==> config.mk <==
export PLATFORM = sky130hd
export DESIGN_NAME = if_fetch_stage_flat
export DESIGN_NICKNAME = d
export VERILOG_FILES = /design/src/rtl/if_fetch_stage_if.sv /design/src/rtl/if_fetch_stage.sv /design/src/flat_wrapper.sv
export SDC_FILE = /design/constraint.sdc
export NUM_CORES = 1
export LEC_CHECK = 0
export ABC_AREA = 1
export CAP_MARGIN = 30
export CELL_PAD_IN_SITES_DETAIL_PLACEMENT = 1
export CELL_PAD_IN_SITES_GLOBAL_PLACEMENT = 2
export CORE_UTILIZATION = 25
export CTS_CLUSTER_SIZE = 16
export DETAILED_ROUTE_END_ITERATION = 8
export GPL_ROUTABILITY_DRIVEN = 1
export PLACE_DENSITY_LB_ADDON = 0.12
export SYNTH_ARGS = -nofsm -noshare
export SYNTH_HDL_FRONTEND = slang
export SYNTH_SLANG_ARGS = --single-unit
==> constraint.sdc <==
create_clock -name clk -period 2.2 [get_ports clk]
set_input_delay 0.44 -clock clk [delete_from_list [all_inputs] [get_ports clk]]
set_output_delay 0.44 -clock clk [all_outputs]
set_load 0.005 [all_outputs]
==> src/rtl/if_fetch_stage_if.sv <==
// Instruction-memory read port between the fetch stage and a synchronous
// 1-cycle-latency instruction memory.
interface if_fetch_stage_if;
   logic        imem_rd;
   logic [31:0] imem_addr;
   logic [31:0] imem_data;

   modport master (
      output imem_rd,
      output imem_addr,
      input  imem_data
   );

   modport slave (
      input  imem_rd,
      input  imem_addr,
      output imem_data
   );
endinterface

==> src/rtl/if_fetch_stage.sv <==
// RV32I instruction-fetch stage with IF/ID register and a one-entry hold
// buffer that catches the in-flight response when decode stalls.
module if_fetch_stage #(
   parameter logic [31:0] RESET_PC  = 32'h0000_0000,
   parameter logic [31:0] NOP_INSTR = 32'h0000_0013
) (
   input  logic                   clk,
   input  logic                   rst,
   input  logic                   flash_if_id,
   input  logic [31:0]            redirect_pc,
   input  logic                   stall,
   if_fetch_stage_if.master       imem,
   output logic                   id_valid,
   output logic [31:0]            id_pc,
   output logic [31:0]            id_pc_plus4,
   output logic [31:0]            id_instr
);

   // EMPTY: nothing outstanding, RUN: response due this cycle, HOLD: buffer full
   typedef enum logic [1:0] {
      ST_EMPTY,
      ST_RUN,
      ST_HOLD
   } fetch_state_t;

   fetch_state_t state;
   fetch_state_t state_next;

   logic [31:0] pc;
   logic [31:0] req_pc;
   logic [31:0] buf_instr;
   logic [31:0] buf_pc;
   logic [31:0] redirect_aligned;
   logic        issue;
   logic        load_buf;
   logic        load_mem;
   logic        capture;

   assign redirect_aligned = redirect_pc & 32'hFFFF_FFFC;
   assign imem.imem_rd     = issue;
   assign imem.imem_addr   = pc;

   always_ff @(posedge clk) begin
      if (rst) begin
         state <= ST_EMPTY;
      end else begin
         state <= state_next;
      end
   end

   // Flush beats stall; only a RUN-state stall has a response worth capturing.
   always_comb begin
      state_next = state;
      issue      = 1'b0;
      load_buf   = 1'b0;
      load_mem   = 1'b0;
      capture    = 1'b0;
      if (flash_if_id) begin
         state_next = ST_EMPTY;
      end else if (stall) begin
         if (state == ST_RUN) begin
            capture    = 1'b1;
            state_next = ST_HOLD;
         end
      end else begin
         issue      = !rst;
         load_buf   = (state == ST_HOLD);
         load_mem   = (state == ST_RUN);
         state_next = ST_RUN;
      end
   end

   always_ff @(posedge clk) begin
      if (rst) begin
         pc          <= RESET_PC;
         req_pc      <= RESET_PC;
         buf_instr   <= NOP_INSTR;
         buf_pc      <= 32'h0000_0000;
         id_valid    <= 1'b0;
         id_instr    <= NOP_INSTR;
         id_pc       <= 32'h0000_0000;
         id_pc_plus4 <= 32'h0000_0004;
      end else if (flash_if_id) begin
         pc       <= redirect_aligned;
         id_valid <= 1'b0;
         id_instr <= NOP_INSTR;
      end else if (stall) begin
         if (capture) begin
            buf_instr <= imem.imem_data;
            buf_pc    <= req_pc;
         end
      end else begin
         pc     <= pc + 32'd4;
         req_pc <= pc;
         // The buffer is older than anything in flight, so it drains first.
         if (load_buf) begin
            id_valid    <= 1'b1;
            id_instr    <= buf_instr;
            id_pc       <= buf_pc;
            id_pc_plus4 <= buf_pc + 32'd4;
         end else if (load_mem) begin
            id_valid    <= 1'b1;
            id_instr    <= imem.imem_data;
            id_pc       <= req_pc;
            id_pc_plus4 <= req_pc + 32'd4;
         end else begin
            id_valid <= 1'b0;
            id_instr <= NOP_INSTR;
         end
      end
   end

endmodule
==> src/flat_wrapper.sv <==
// flat-port wrapper written by rule: the top's interface ports become plain ports
module if_fetch_stage_flat 
#(
   parameter logic [31:0] RESET_PC  = 32'h0000_0000,
   parameter logic [31:0] NOP_INSTR = 32'h0000_0013
)
  (clk, rst, flash_if_id, redirect_pc, stall, id_valid, id_pc, id_pc_plus4, id_instr, imem_imem_rd, imem_imem_addr, imem_imem_data);
  if_fetch_stage_if imem_i ();
  input  logic clk;
  input  logic rst;
  input  logic flash_if_id;
  input  logic [31:0] redirect_pc;
  input  logic stall;
  output logic id_valid;
  output logic [31:0] id_pc;
  output logic [31:0] id_pc_plus4;
  output logic [31:0] id_instr;
  output wire logic [$bits(imem_i.imem_rd)-1:0] imem_imem_rd;
  output wire logic [$bits(imem_i.imem_addr)-1:0] imem_imem_addr;
  input wire logic [$bits(imem_i.imem_data)-1:0] imem_imem_data;
  assign imem_imem_rd = imem_i.imem_rd;
  assign imem_imem_addr = imem_i.imem_addr;
  assign imem_i.imem_data = imem_imem_data;
  if_fetch_stage #(.RESET_PC(RESET_PC), .NOP_INSTR(NOP_INSTR)) u_core (.clk(clk), .rst(rst), .flash_if_id(flash_if_id), .redirect_pc(redirect_pc), .stall(stall), .imem(imem_i), .id_valid(id_valid), .id_pc(id_pc), .id_pc_plus4(id_pc_plus4), .id_instr(id_instr));
endmodule
# --- Word-level counts from Yosys, hierarchy flattened ---
# Cells that the tools add are included.
# W data, S select, Z words.
totals:
  reg_bits: 227
  memories: 0
  word_cells: 48
  ramBits: 0
  mem_bits_ro: 0
  latchBits: 0
  out_inout_bits: 130
  inputBits: 68
op_classes:
  add_sub_neg: 3
  bitwise_logic: 2
  multipliers: 0
  shift: 0
  n_reduce_logical: 7
  div_mod_pow: 0
  mux: 21
  eq_ne: 4
  n_lt_le_gt_ge: 0
op_table:
  columns: ["op", "count"]
  rows:
  - ["$mux W32", 8]
  - ["$add A32 B3 Y32 const B", 3]
  - ["$mux W1", 13]
  - ["$reduce_and A3 Y1", 2]
  - ["$reduce_or A3 Y1", 1]
  - ["$eq A2 B1 Y1 const B", 1]
  - ["$eq A2 B2 Y1 const B", 1]
  - ["$ne A2 B1 Y1 const B", 1]
  - ["$ne A2 B2 Y1 const B", 1]
  - ["$not A1 Y1", 2]
  - ["$reduce_and A2 Y1", 1]
  - ["$reduce_bool A2 Y1", 1]
  - ["$reduce_or A2 Y1", 1]
  - ["$logic_not A1 Y1", 1]

# --- Logic depth before layout (Yosys ltp) ---
# Gate-level depths: netlist of run 1.
depth:
  word_depth: 5
  mapped_depth: 16
  ltp_nobuf: 16

# --- Worst setup path after synthesis of run 1 ---
# OpenSTA, ideal clock, no wires.
synth_path:
  path_type: "input-to-reg"
  from: "input port flash_if_id"
  to: "register u_core.id_pc_plus4[26]"
  t_arrival_ps: 2099
  slack_ps: -17
  required_time_ps: 2082
  n_path_buf: 2
  path_stages: 13
  setup_time_ps: 118
  path_cell_list: "buf_4 nor2_4 nand2_4 buf_8 o21ai_4 ha_1 nand2_1 nor2_2 nand2_2 nor2_4 nand3_1 o21bai_1 a21oi_1"
synth_between:
  elab_chain_len: 3
  word_cells_on_any_way: 6
  classes_between: "mux (3); bitwise (1); reduce/logical (2)"
synth_rtl:
  columns: ["element", "line_no", "source"]
  rows:
  - ["start, declared", "flat_wrapper.sv:11", "input logic flash_if_id;"]
  - ["$mux W1", "if_fetch_stage.sv:58", "if (flash_if_id) begin"]
  - ["$reduce_bool A2 Y1 (no source line)", null, null]
  - ["$reduce_and A3 Y1 (no source line)", null, null]
  - ["end signal, assigned", "if_fetch_stage.sv:100", "id_pc_plus4 <= buf_pc + 32'd4;"]
  - ["end signal, assigned", "if_fetch_stage.sv:105", "id_pc_plus4 <= req_pc + 32'd4;"]
  - ["end, declared", "if_fetch_stage.sv:15", "output logic [31:0] id_pc_plus4,"]
# Parallel ways exist; a longest one is shown, timed or not.
# A chain may end at the register's enable or synchronous reset.

# --- Worst setup path after layout of run 1 ---
layout_path:
  from: "register u_core.state[1]"
  to: "register u_core.id_pc_plus4[27]"
layout_between:
  elab_chain_len: 5
  word_cells_on_any_way: 9
  classes_between: "eq/ne (2); mux (5); reduce/logical (2)"
layout_rtl:
  columns: ["element", "line_no", "source"]
  rows:
  - ["start, declared", "if_fetch_stage.sv:26", "fetch_state_t state;"]
  - ["start signal, assigned", "if_fetch_stage.sv:47", "state <= state_next;"]
  - ["$eq A2 B1 Y1 or $eq A2 B2 Y1 (tied branches)", "if_fetch_stage.sv:68, if_fetch_stage.sv:67", null]
  - ["$mux W1", "if_fetch_stage.sv:60", "end else if (stall) begin"]
  - ["$mux W1", "if_fetch_stage.sv:58", null]
  - ["$reduce_bool A2 Y1 (no source line)", null, null]
  - ["$reduce_and A3 Y1 (no source line)", null, null]
# Parallel ways exist; a longest one is shown, timed or not.

==> results of run 1 <==
==> final timing paths <==
check / slack [ns] / end / startpoint / cells after the start
worst max-delay path: 0.06 / u_core.id_pc_plus4[27] / u_core.state[1] / 17
worst min-delay path: 0.31 / u_core.id_instr[1] / rst / 4
worst max register to register: 0.06 / u_core.id_pc_plus4[27] / u_core.state[1] / 17
worst min register to register: 0.46 / u_core.id_pc[14] / u_core.id_pc[14] / 2
==> what timing repair did <==
| action | 4_1_cts | 5_1_grt |
|---|---|---|
| gates resized for setup | 17 | 48 |
| setup endpoints to repair | 9 | 31 |
| pin swaps | 7 | 30 |
| buffers inserted | 8 | 13 |
| gates cloned | 0 | 1 |
==> flip-flops by register name, summed over array words and instances, names as in the netlist <==
signal,count
u_core.id_instr,32
u_core.imem.imem_addr,30
u_core.req_pc,30
u_core.state,2
u_core.buf_pc,30
u_core.id_valid,1
u_core.buf_instr,32
u_core.id_pc_plus4,30
u_core.id_pc,30
==> power by group through the flow <==
stage	sequential, uW	combinational [uW]	clock (uW)
floorplan	4200	404	0
global placement	4220	1010	0
detailed placement	4220	1020	0
CTS	4130	1030	4720
global route	4150	1130	4860
finish	4130	1020	4560
==> metrics by stage <==
| stage | area [um2] | hold slack [ns] | instances | setup slack, ns | power, uW |
|---|---|---|---|---|---|
| after global placement | 14000 | 0.445 | 2304 | -0.533 | 5230 |
| after CTS | 15000 | 0.305 | 2356 | 0.0240 | 9880 |
| final | 15300 | 0.314 | 2370 | 0.0550 | 9710 |
| after detailed placement | 14000 | 0.456 | 2304 | -0.598 | 5240 |
| after floorplan | 10200 | 0.437 | 1479 | 0.0114 | 4600 |
| after global routing | 15300 | 0.307 | 2370 | -0.105 | 10100 |
==> layout by cell type, fill, tap and decap left out, types with 13 or more instances in the layout <==
master	Yosys	layout
dfxtp_1	217	214
nand3_1	97	94
nand2_1	381	363
clkdlybuf4s50_1	0	185
clkbuf_16	0	30
a21oi_1	70	70
nor2_4	5	16
a31o_2	29	29
nor2_1	164	151
inv_1	165	162
a211oi_1	22	22
nor2_2	11	13
nand2_2	11	25
o21ai_0	113	113
buf_4	10	196
nor3_1	16	14
nand4_1	16	16
buf_12	0	15
==> critical path, delay by kind of cell (launching register included) <==
kind,cells,cell delay [ns]
DFF,1,0.32
buffers and inverters,5,0.47
and+or+nand+nor,11,1.12
AOI/OAI and AO/OA,1,0.09
==> area by class of cell <==
| type | instances | share of cell area |
|---|---|---|
| clock buffer | 38 | 0.0530 |
| timing repair buffer | 408 | 0.246 |
| multi-input combinational | 1001 | 0.325 |
| clock inverter | 6 | 0.00524 |
| sequential | 217 | 0.285 |
| inverter | 175 | 0.0432 |
| tap | 525 | 0.0430 |
==> metal layers <==
layer	share of wire	GRT usage	routed length, um	up-vias
li1	-	-	-	5461
met1	0.46	0.244	18100	5135
met2	0.49	0.333	19200	137
met3	0.032	0.0284	1280	54
met4	0.022	0.0440	870	0
met5	0	0	0	-
==> cell usage after synthesis (5+ instances only) <==
cell,number
nor2_4,5
o21ai_1,7
nor2_1,164
a21oi_1,70
a211oi_1,22
nor2_2,11
o21ai_0,113
a31oi_1,7
inv_2,8
nor3_1,16
inv_1,165
clkbuf_1,52
nand2_1,381
o21bai_1,6
a31o_2,29
o211ai_1,9
nand2_2,11
buf_2,17
nand3_1,97
dfxtp_1,217
buf_4,10
nand4_1,16
==> cells by family (layout without fill, tap and decap cells) <==
logic type | after synthesis | count (layout) | synth area share
fa+ha+maj | 2 | 2 | 0.00247
compound gates | 279 | 279 | 0.166
xor+xnor | 3 | 3 | 0.00259
flops | 217 | 217 | 0.428
buf+inv | 261 | 627 | 0.106
other cells | 1 | 6 | 0.000369
simple gates | 711 | 711 | 0.295
==> flow_metrics.tcl, run 1 <==
set metrics [dict create \
    placementRows 73 \
    clock-skew-final_ns 0.0116 \
    clkTransAtPathRegs_ns 0.06 \
    die_w_um 203 \
    p_int_uw 7290 \
    slew_headroom 0.640 \
    p_leak_uw 0.00664 \
    via_per_inst 4.55 \
    routedWlPerCell_um 16.7 \
    avgSynthCellArea_um2 6.89 \
    synthDistinctLibCells 48 \
    antenna_cells 0 \
    p_seq_frac 0.426 \
    fin_crit_sh 0.975 \
    synth_area_leaders "dfxtp_1 43%, nand2_1 14%, inv_1 6.1%" \
    crit_chain "inv_2, nor2_4, buf_12, nand2_8, buf_8, buf_6, nand2_2, o21ai_4, nand2_2, nor2_4, nand3_4, nor2_4, nand2_2, clkinv_2, nor2_1, nor2_1, nor2_1" \
    endpoint_kind "flip-flop" \
    vdd_drop_max_mv 0.451 \
    synth-seq-cells 217 \
    n_fill_cell 4892 \
    start_util 0.254 \
    cpMaxStageDelayCell "dfxtp_2" \
    cap_violations 0 \
    clock_path_buffers 3 \
    htreeDepth 1 \
    period_needed_ns 2.15 \
    via_count 10800 \
    gp_congestion 0.789 \
    seq_area_frac_synth 0.428 \
    drive_gt1_frac 0.206 \
    worst_pin_slew_ns 0.540 \
    grt_pass1_wl_um 62300 \
    slew_violations 0 \
    netSwitchingPower_uw 2420 \
    antenna_found_initial 0 \
    grt_max_degree 77 \
    finalCoreUtilization 0.383 \
    drtIter0Drc 294 \
    grt_pass1_vias 11300 \
    cp_max_fo 7 \
    hold_violations 0 \
    portBuffers 189 \
    setup_tns_ns 0 \
    seqCellArea_um2 4350 \
    clock_sink_count 217 \
    max_freq_ghz 0.466 \
    synthFlopType "dfxtp_1" \
    hold_path.class "in2reg" \
    synthCells 1474 \
    power.clock.fraction 0.469 \
    status "complete, no violations" \
    fp.coreArea_um2 39900 \
    cp-start-kind "flip-flop" \
    yosys_warnings 0 \
    critPathArrivalTime_ns 2.58 \
    ios 198 \
    clk_latency_ns 0.55 \
    cts_made_buffers 28 \
    drt_pre_antenna_iters 4 \
    drc_errors 0 \
    cts_root_buf "clkbuf_16" \
    multi_input_comb_area_um2 4960 \
    worst_path_largest_cell_delay_ns 0.32 \
    worstPathRequired_ns 2.63 \
    power_switching_share 0.249 \
    synthesis.area_um2 10100 \
    globalRouteTotalUtil 0.190 \
    grt.overflow.total 0 \
    synth-async-reset-ratio 0 \
    synth_largest_area_cell "dfxtp_1" \
    nets 1901 \
    hold_buffers 0 \
    p_comb_frac 0.105 \
    synth_edf_count 0 \
    finalSetupViolCount 0 \
    drt-total-wl_um 39500 \
    rsz0062_at_grt "true" \
    dieHeight_um 203 \
    critical_path_class "reg2reg" \
    syn2layout_area_growth_pct 50.5 \
    cts_tree "built" \
    die-area_um2 41400 \
    p_per_area_nw_per_um2 636 \
    drtAntennaViolNets 0 \
    dp_hpwl_um 28500 \
    yosys.area.top_type_share 0.428 \
]
(Power assumes the default switching activity.)
==> run 2: changes to the inputs <==
ABC_AREA = unset   (was 1)
==> run 2 against run 1 <==
Against the previous run:
- the flow now finishes with violations (setup timing)
- via count down 10%
- clock power up 4.8%
- power down 1.4%
- sequential share of layout area up 2.0 points
- utilization down 0.47 points
- clock-buffer cell count up 4
- die area down 5.2%
- setup slack worse by 0.31 ns
- critical path type unchanged
==> flow_metrics.tcl, run 2 <==
set metrics [dict create \
    htreeDepth 1 \
    cp-start-kind "flip-flop" \
    p_per_area_nw_per_um2 671 \
    n_fill_cell 4434 \
    synth_largest_area_cell "dfxtp_1" \
    die_w_um 198 \
    layout_commonest_cell "nand2_1" \
    cts_made_buffers 27 \
    synthFlopType "dfxtp_1" \
    p_leak_uw 0.00517 \
    period_needed_ns 2.45 \
    seqCellArea_um2 4350 \
    hold_path.class "in2reg" \
    cp_max_fo 7 \
    ios 198 \
    setup_ws_ns -0.252 \
    drc_errors 0 \
    final_cell_mix "294 x nand2_1, 215 x dfxtp_1, 185 x clkdlybuf4s50_1, 140 x buf_4, 120 x a21oi_1" \
    worst_path_largest_cell_delay_ns 0.56 \
    slew_headroom 0.441 \
    clk_latency_ns 0.56 \
    multi_input_comb_area_um2 5070 \
    gp_congestion 0.817 \
    syn2layout_area_growth_pct 48.4 \
    placementRows 71 \
    max_freq_ghz 0.408 \
    via_per_inst 4.82 \
    start_util 0.255 \
    hold_buffers 0 \
    clock_path_buffers 3 \
    cpMaxStageDelayCell "or4b_4" \
    via_count 9694 \
    synth-async-reset-ratio 0 \
    critPathArrivalTime_ns 2.90 \
    synth-seq-cells 217 \
    pre_cts_slack_ns -1.17 \
    synth_area_leaders "dfxtp_1 45%, nand2_1 12%, a21oi_1 6.3%" \
    synthCells 1196 \
    synthSimpleGateAreaFrac 0.255 \
    vdd_drop_max_mv 0.482 \
    dieHeight_um 198 \
    synth-compound-area-share 0.173 \
    synthesis.area_um2 9620 \
    cts_root_buf "clkbuf_16" \
    worst_pin_slew_ns 0.839 \
    synthMuxAreaShare 0.0317 \
    clkTransAtPathRegs_ns 0.06 \
    synth_fa_ha_area_frac 0.00260 \
    clock-skew-final_ns 0.0181 \
    p_int_uw 7340 \
    finalCoreUtilization 0.378 \
    drive_gt1_frac 0.167 \
    grt_pass1_wl_um 57500 \
    grt.overflow.total 0 \
    seq_area_frac_synth 0.452 \
    worstPathRequired_ns 2.65 \
    endpoint_kind "flip-flop" \
    p_comb_frac 0.076 \
    crit_chain "or4b_4, buf_6, nor4_4, o221ai_2, a221o_1, mux2_4, a2111oi_4" \
    drt-total-wl_um 37200 \
    hold_violations 0 \
    cap_violations 0 \
    netSwitchingPower_uw 2240 \
    power.clock.fraction 0.499 \
    top_regs "u_core.buf_instr: 32 flops, u_core.id_instr: 32 flops" \
    power_switching_share 0.234 \
    synthDistinctLibCells 62 \
    synth_edf_count 0 \
    grt_pass1_vias 9743 \
    die-area_um2 39300 \
    worst-path-buf-inv 1 \
    status "complete, but fails checks" \
    critical_path_class "reg2reg" \
    nets 1549 \
    avgSynthCellArea_um2 8.04 \
    rsz0062_at_grt "true" \
    finalSetupViolCount 21 \
    dp_hpwl_um 26700 \
    crit_family "simple AND/OR/NAND/NOR gates" \
    slew_violations 0 \
    fin_crit_sh 1.11 \
    grt_max_degree 172 \
    drtIter0Drc 466 \
    routedWlPerCell_um 18.5 \
    yosys.area.top_type_share 0.452 \
    clock_sink_count 217 \
    post-synth-top-count-cell "nand2_1" \
    cts_tree "built" \
    drt_pre_antenna_iters 7 \
    p_seq_frac 0.425 \
    portBuffers 189 \
    drtAntennaViolNets 0 \
    violations "setup timing" \
    synth_xor_area_frac 0.0401 \
    antenna_found_initial 0 \
    globalRouteTotalUtil 0.188 \
    synth_common_cells "295 x nand2_1, 217 x dfxtp_1, 122 x a21oi_1" \
    yosys_warnings 0 \
    fp.coreArea_um2 37800 \
    synth_top_family_by_area "simple AND/OR/NAND/NOR gates" \
]
## run 2: cell count changes after synthesis, sizes merged, moves of 51 or more
cell and change:
nor2 -67, a21oi +51, nand2 -98, inv -166, nand3 -67, o21ai -107
## run 2: path summary, 6_finish.rpt
| path | start | endpoint | slack (ns) | cells past startpoint |
|---|---|---|---|---|
| min | stall | u_core.state[0] | 0.25 | 2 |
| max reg2reg | u_core.state[0] | u_core.id_pc_plus4[26] | -0.25 | 7 |
| max | u_core.state[0] | u_core.id_pc_plus4[26] | -0.25 | 7 |
| min reg2reg | u_core.id_pc_plus4[6] | u_core.id_pc_plus4[6] | 0.45 | 2 |
## run 2: cell type report
| cell class | count | share of cell area |
|---|---|---|
| Antenna cell | 1 | 0.000175 |
| Clock buffer | 42 | 0.0590 |
| Clock inverter | 7 | 0.00877 |
| Inverter | 7 | 0.00184 |
| Multi-Input combinational cell | 879 | 0.355 |
| Sequential cell | 217 | 0.305 |
| Tap cell | 511 | 0.0448 |
| Timing Repair Buffer | 347 | 0.225 |
## run 2: cell families after synthesis
| group | after synthesis |
|---|---|
| muxes | 30 |
| buffers and inverters | 105 |
| DFF | 217 |
| adders and majority gates | 2 |
| other | 1 |
| xor gates and xnor gates | 44 |
| AOI/OAI and AO/OA | 251 |
| and+or+nand+nor | 546 |
## run 2: power groups by stage
stage	sequential, uW	combinational, uW	clock [uW]
floorplan	4160	280	0
global placement	4150	730	0
detailed placement	4160	733	0
CTS	4070	739	4940
global route	4080	798	5070
finish	4070	730	4780
## run 2: metal layers
metal / wire, um / up-vias / GRT usage
met3: 1500 / 33 / 0.0312
met4: 536 / 0 / 0.0333
met1: 19000 / 4705 / 0.277
li1: - / 4774 / -
met2: 16200 / 182 / 0.287
met5: 0 / - / 0
## run 2: stage by stage
step,std cells,setup TNS [ns],total power [uW],hold WS (ns),area [um2]
after floorplan,1201,-5.44,4440,0.436,9720
after global placement,1952,-53.80,4880,0.442,13000
after detailed placement,1952,-62.23,4890,0.441,13000
after CTS,2005,-3.80,9750,0.222,14100
after global routing,2010,-5.27,9950,0.255,14300
final,2011,-2.81,9570,0.250,14300
## run 2: timing repair
item | 4_1_cts | 5_1_grt
setup endpoints to repair | 45 | 44
buffers inserted | 4 | 5
pin swaps | 6 | 18
resized for setup | 14 | 35
==> run 3: changes to the inputs <==
CAP_MARGIN = 5   (was 30)
==> results of run 3 <==
Same layout as run 2: the final DEF is identical, and so are final timing and power.
